### src/rtl/event_led_stretcher.sv
//
// event_led_stretcher
// -------------------
// Turns single-cycle event strobes (for example a synchronised button-press
// pulse) into human-visible LED flashes. Every accepted event produces one
// LED-on period of ON_CYCLES clocks followed by a dark gap of OFF_CYCLES
// clocks, so two events in a row are still seen as two separate blinks.
//
// Build option:
//    EVENT_LED_STRETCHER_QUEUE_EN
//       defined     : events arriving during a flash or gap are counted in a
//                     saturating pending counter and replayed in order.
//       not defined : no pending counter exists, pending_o reads 0, and any
//                     event arriving during a flash or gap is discarded
//                     (except on the final gap cycle, where it starts the
//                     next flash directly).
//
// Parameters:
//    ON_CYCLES   LED-on duration in clk100_i cycles (>= 1)
//    OFF_CYCLES  minimum dark gap after each flash, in cycles (>= 1)
//    PEND_W      pending counter width, queue capacity 2^PEND_W - 1
//
// Ports:
//    clk100_i    100 MHz system clock, rising-edge active
//    rst_i       asynchronous active-high reset
//    event_i     event strobe, one event per high cycle, already synchronous
//    led_o       LED drive, high during a flash (registered)
//    busy_o      high while a flash or its gap is in progress (registered)
//    pending_o   number of queued events not yet started (registered)
//    drop_o      sticky, set once any event has been lost (registered)
//
module event_led_stretcher #(
   parameter int ON_CYCLES  = 10_000_000,
   parameter int OFF_CYCLES = 5_000_000,
   parameter int PEND_W     = 4
) (
   input  logic              clk100_i,
   input  logic              rst_i,
   input  logic              event_i,
   output logic              led_o,
   output logic              busy_o,
   output logic [PEND_W-1:0] pending_o,
   output logic              drop_o
);

   // One down-counter is shared between the ON and GAP phases, so it is
   // sized for whichever of the two phases is longer.
   localparam int MAX_CYCLES = (ON_CYCLES > OFF_CYCLES) ? ON_CYCLES : OFF_CYCLES;
   localparam int TMR_W      = $clog2(MAX_CYCLES + 1);

   localparam logic [TMR_W-1:0] ON_LOAD  = TMR_W'(ON_CYCLES - 1);
   localparam logic [TMR_W-1:0] OFF_LOAD = TMR_W'(OFF_CYCLES - 1);
   localparam logic [TMR_W-1:0] TMR_ONE  = TMR_W'(1);

   typedef enum logic [1:0] {
      S_IDLE = 2'd0,
      S_ON   = 2'd1,
      S_GAP  = 2'd2
   } state_t;

   state_t            r_state;
   state_t            w_nextState;
   logic [TMR_W-1:0]  r_tmr;
   logic [TMR_W-1:0]  w_tmrNext;

   logic              r_led;
   logic              r_busy;
   logic              r_drop;

   logic              w_tmrZero;
   logic              w_decide;
   logic              w_pendNonZero;
   logic              w_request;
   logic              w_start;
   logic              w_queueEvent;
   logic              w_dropEvent;

   // A "decision point" is any cycle where the FSM is free to start a new
   // flash: always in IDLE, and on the very last cycle of the dark gap. Doing
   // the decision on the last gap cycle is what lets queued flashes run
   // back-to-back with period ON_CYCLES + OFF_CYCLES and no IDLE cycle.
   assign w_tmrZero = (r_tmr == '0);
   assign w_decide  = (r_state == S_IDLE) || ((r_state == S_GAP) && w_tmrZero);
   assign w_request = event_i || w_pendNonZero;
   assign w_start   = w_decide && w_request;

   // An event that arrives outside a decision point cannot be served now; it
   // either goes into the queue or is lost.
   assign w_queueEvent = event_i && !w_decide;

   // Next-state and timer logic. The timer is reloaded on every phase entry
   // and counts down to zero; the zero cycle is the last cycle of the phase.
   always_comb begin
      w_nextState = r_state;
      w_tmrNext   = r_tmr;
      case (r_state)
         S_IDLE: begin
            if (w_request) begin
               w_nextState = S_ON;
               w_tmrNext   = ON_LOAD;
            end
         end
         S_ON: begin
            if (w_tmrZero) begin
               w_nextState = S_GAP;
               w_tmrNext   = OFF_LOAD;
            end else begin
               w_tmrNext   = r_tmr - TMR_ONE;
            end
         end
         S_GAP: begin
            if (w_tmrZero) begin
               if (w_request) begin
                  w_nextState = S_ON;
                  w_tmrNext   = ON_LOAD;
               end else begin
                  w_nextState = S_IDLE;
                  w_tmrNext   = '0;
               end
            end else begin
               w_tmrNext   = r_tmr - TMR_ONE;
            end
         end
         default: begin
            w_nextState = S_IDLE;
            w_tmrNext   = '0;
         end
      endcase
   end

   // FSM state and shared timer. Reset drops any flash in progress at once.
   always_ff @(posedge clk100_i or posedge rst_i) begin
      if (rst_i) begin
         r_state <= S_IDLE;
         r_tmr   <= '0;
      end else begin
         r_state <= w_nextState;
         r_tmr   <= w_tmrNext;
      end
   end

   // Output registers. busy_o is taken from the next state so it equals
   // "state is ON or GAP" exactly. led_o is retimed one cycle behind the FSM,
   // which gives the one-cycle event-to-LED latency while keeping the flash
   // length exactly ON_CYCLES and the dark gap exactly OFF_CYCLES.
   always_ff @(posedge clk100_i or posedge rst_i) begin
      if (rst_i) begin
         r_led  <= 1'b0;
         r_busy <= 1'b0;
         r_drop <= 1'b0;
      end else begin
         r_led  <= (r_state == S_ON);
         r_busy <= (w_nextState != S_IDLE);
         if (w_dropEvent) begin
            r_drop <= 1'b1;
         end
      end
   end

   assign led_o  = r_led;
   assign busy_o = r_busy;
   assign drop_o = r_drop;

`ifdef EVENT_LED_STRETCHER_QUEUE_EN

   localparam logic [PEND_W-1:0] PEND_MAX = '1;
   localparam logic [PEND_W-1:0] PEND_ONE = PEND_W'(1);

   logic [PEND_W-1:0] r_pending;
   logic              w_consumePend;
   logic              w_pendInc;

   // A started flash consumes the live event if there is one, otherwise it
   // consumes the oldest queued event. Because the live event is preferred,
   // a consume and a queue increment can never both hit the counter in the
   // same cycle: "event arrives while a queued one starts" simply leaves the
   // count unchanged with nothing lost.
   assign w_pendNonZero = (r_pending != '0);
   assign w_consumePend = w_start && !event_i;
   assign w_pendInc     = w_queueEvent && (r_pending != PEND_MAX);
   assign w_dropEvent   = w_queueEvent && (r_pending == PEND_MAX);

   // Saturating pending counter.
   always_ff @(posedge clk100_i or posedge rst_i) begin
      if (rst_i) begin
         r_pending <= '0;
      end else if (w_consumePend) begin
         r_pending <= r_pending - PEND_ONE;
      end else if (w_pendInc) begin
         r_pending <= r_pending + PEND_ONE;
      end
   end

   assign pending_o = r_pending;

`else

   // Without the queue only the live strobe can request a flash, and any
   // strobe that cannot be served immediately is lost.
   assign w_pendNonZero = 1'b0;
   assign w_dropEvent   = w_queueEvent;
   assign pending_o     = '0;

`endif

endmodule

### config.mk
export PLATFORM = sky130hd
export DESIGN_NAME = event_led_stretcher
export DESIGN_NICKNAME = d
export VERILOG_FILES = /design/src/rtl/event_led_stretcher.sv
export SDC_FILE = /design/constraint.sdc
export NUM_CORES = 1
export LEC_CHECK = 0
export ABC_AREA = 1
export ABC_CLOCK_PERIOD_IN_PS = 4210
export CAP_MARGIN = 20
export CORE_UTILIZATION = 48
export CTS_CLUSTER_SIZE = 40
export DETAILED_ROUTE_END_ITERATION = 6
export DONT_BUFFER_PORTS = 1
export GPL_TIMING_DRIVEN = 0
export SKIP_LAST_GASP = 1
export SLEW_MARGIN = 20
export SYNTH_ARGS = -nofsm -noshare
export SYNTH_HDL_FRONTEND = slang
export SYNTH_SLANG_ARGS = --single-unit
### constraint.sdc
create_clock -name clk100_i -period 4.21 [get_ports clk100_i]
set_clock_uncertainty 0.15 [all_clocks]
set_input_delay 0.6315 -clock clk100_i [delete_from_list [all_inputs] [get_ports clk100_i]]
set_output_delay 0.6315 -clock clk100_i [all_outputs]
set_load 0.01 [all_outputs]
==> flow_summary.json <==
{
  "slew_viol_final": 0,
  "via_count": 1692,
  "critical_path_buf_inv_count": 1,
  "hpwlAfterDp_mm": 3.26,
  "postCtsHoldBufs": 0,
  "clk_pin_slew_ns": 0.07,
  "setup_viol": 0,
  "routed_wl_mm": 4.49,
  "synth_commonest_cells": "73 x nand2_1, 38 x nor2_1, 36 x inv_1",
  "synth_area_um2": 1940,
  "cts.sinks": 29,
  "yosysWarnings": 0,
  "fin_cells": 337,
  "die_area_um2": 4290,
  "rsz0062_at_grt": "no",
  "status": "finished clean",
  "rr_startpoint": "r_tmr[0]",
  "synth_top_area_cell": "dfrtp_1",
  "clockBufferDepth": 2,
  "gp_congestion": 0.829,
  "drive_above_1_share_pct": 14.2,
  "dp_slack_ns": 2.30,
  "tns_ns": 0,
  "synthFlopType": "dfrtp_1",
  "fin_nets": 292,
  "reg2reg_slack_ns": 2.30,
  "ys_seq_area_share_pct": 37.5,
  "numCtsBuffers": 5,
  "cts_setup_buffers": 0,
  "rows": 22,
  "gr-total-overflow": 0,
  "detail-route-antenna-nets": 0,
  "finalPower_mw": 1.40,
  "grtUsageTotal_pct": 24.9,
  "portBuffers": 0,
  "slowest_stage": "dfrtp_1",
  "yosys.cell_count.top_type": "nand2_1",
  "place_inst": 329,
  "path_class": "reg -> reg",
  "crit_path_start_kind": "flip-flop",
  "grt_pass1_wl_mm": 7.76,
  "antenna_found_initial": 0,
  "cts_htree_levels": 2,
  "worstPathRequired_ns": 4.21,
  "stdcell_area_um2": 2110,
  "ys_async_sr_fraction_pct": 100,
  "core_um2": 3770,
  "chipHeight_um": 65.5,
  "insertion_delay_ns": 0.29,
  "endpoint_kind": "flip-flop",
  "ir_drop_mv": 0.358,
  "yosysUniqueCellTypes": 31,
  "cts_resized": 0,
  "initial_utilization_pct": 51.3,
  "tritoncts": "built",
  "grt_pass1_vias": 1655,
  "worstMarginPinSlew_ns": 0.627,
  "worstPathArrival_ns": 1.91,
  "dr.pass1.iters": 4,
  "synth_area_leaders": "dfrtp_1 37%, nand2_1 14%, nor2_1 7.4%, inv_1 7.0%, nand3_1 4.7%",
  "grt_max_degree": 30,
  "syn_to_final_growth_pct": 8.92,
  "drc_errors": 0,
  "cellLeakagePower_nw": 1.12,
  "first_iter_violations": 76,
  "fin_crit_ns": 1.91,
  "p_per_area_nw_per_um2": 664,
  "postSynthAreaPerCell_um2": 6.96,
  "dieWidth_um": 65.5,
  "period_share_pct": 45.4,
  "worstSetupStartpoint": "r_tmr[0]",
  "top_level_ports": 10,
  "synth_top_area_share_pct": 37.5,
  "wl_per_cell_um": 13.3,
  "timing.final.ws_setup_ns": 2.30,
  "synth_edf_count": 0,
  "relSlewSlack_pct": 58.1,
  "finalHoldViolCount": 0,
  "crit_family": "simple AND/OR/NAND/NOR gates",
  "cpPeakStageDelay_ns": 0.37,
  "ys_ff_latch": 29,
  "cts_root_buffer": "clkbuf_8",
  "min_path_type": "in -> async",
  "viasPerCell": 5.02,
  "synthCells": 278,
  "place_area_um2": 2010,
  "drv_cap": 0,
  "antenna_cells": 0,
  "clock.fmax_mhz": 523,
  "path_max_fanout": 7,
  "crit_chain": "inv_1 -> ha_1 -> nand2_2 -> nor2_2 -> nand3_1 -> nand2_1 -> nand2_1 -> nand2_2 -> o22ai_1"
}
-- area by class of cell --
type / count / area [µm²]
inverters: 41 / 154
flip-flops and latches: 29 / 726
clock inverters: 1 / 5.00
fillers: 390 / 1660
plain buffers: 7 / 43.8
well taps: 48 / 60.1
clock buffers: 7 / 96.3
multi-input cells: 204 / 1020
-- layout by cell type, fill, tap and decap left out, types with 2 or more instances in the layout --
master,synthesis,layout
o22ai_1,6,6
clkbuf_8,0,7
conb_1,1,4
o21ai_2,2,2
xor2_1,9,9
nand2_2,3,3
a21oi_1,8,8
a21boi_1,2,2
o21ai_0,11,11
buf_4,4,4
nor2_2,9,9
nand3_1,18,18
inv_2,5,6
buf_2,2,2
nor2_4,2,2
inv_1,36,35
nor2_1,38,38
nand4_1,7,7
nand2_1,73,73
o21ai_1,2,2
dfrtp_1,29,29
-- routing by layer --
metal	part of all wire, %	wire length [µm]	track usage, %
met1	50	2230	33.0
met2	46	2060	39.2
met3	3.6	161	5.90
met4	0.80	36	9.51
met5	0	0	0
-- power breakdown --
part           total (mW)  internal (mW)  switching (mW)
logic               0.668          0.226           0.441
clock network       0.259          0.148           0.111
registers           0.473          0.374          0.0991
-- kinds of logic after synthesis --
logic type,Yosys count,synth area share [%]
xor gates and xnor gates,9,4.07
adders and majority gates,1,0.646
and+or+nand+nor,157,37.6
AOI/OAI and AO/OA,33,9.76
DFF,29,37.5
other,1,0.194
buffers and inverters,48,10.2
-- worst paths after layout --
kind,to,depth (start not counted)
min,drop_o,1
max reg2reg,r_tmr[11],9
max,r_tmr[11],9
min reg2reg,r_tmr[0],2
max in group asynchronous,r_tmr[22],1
min in group clk100_i,drop_o,1
-- metrics by stage --
step	utilization (%)	hold slack, ns
6_report	55.9	0.151
5_1_grt	55.9	0.207
4_1_cts	55.9	0.176
3_5_place_dp	53.2	0.323
3_3_place_gp	53.2	0.313
2_1_floorplan	-	0.299
-- flip-flops by register name, indices dropped and copies added (netlist names) --
name	cells
r_tmr	24
r_state	2
busy_o	1
drop_o	1
led_o	1
-- worst reg2reg max path: stages (launching register included) --
cell	delay, ns
dfrtp_1	0.37
inv_1	0.11
ha_1	0.24
nand2_2	0.11
nor2_2	0.15
nand3_1	0.12
nand2_1	0.13
nand2_1	0.10
nand2_2	0.17
o22ai_1	0.12
Power figures use the tool's default switching activity.
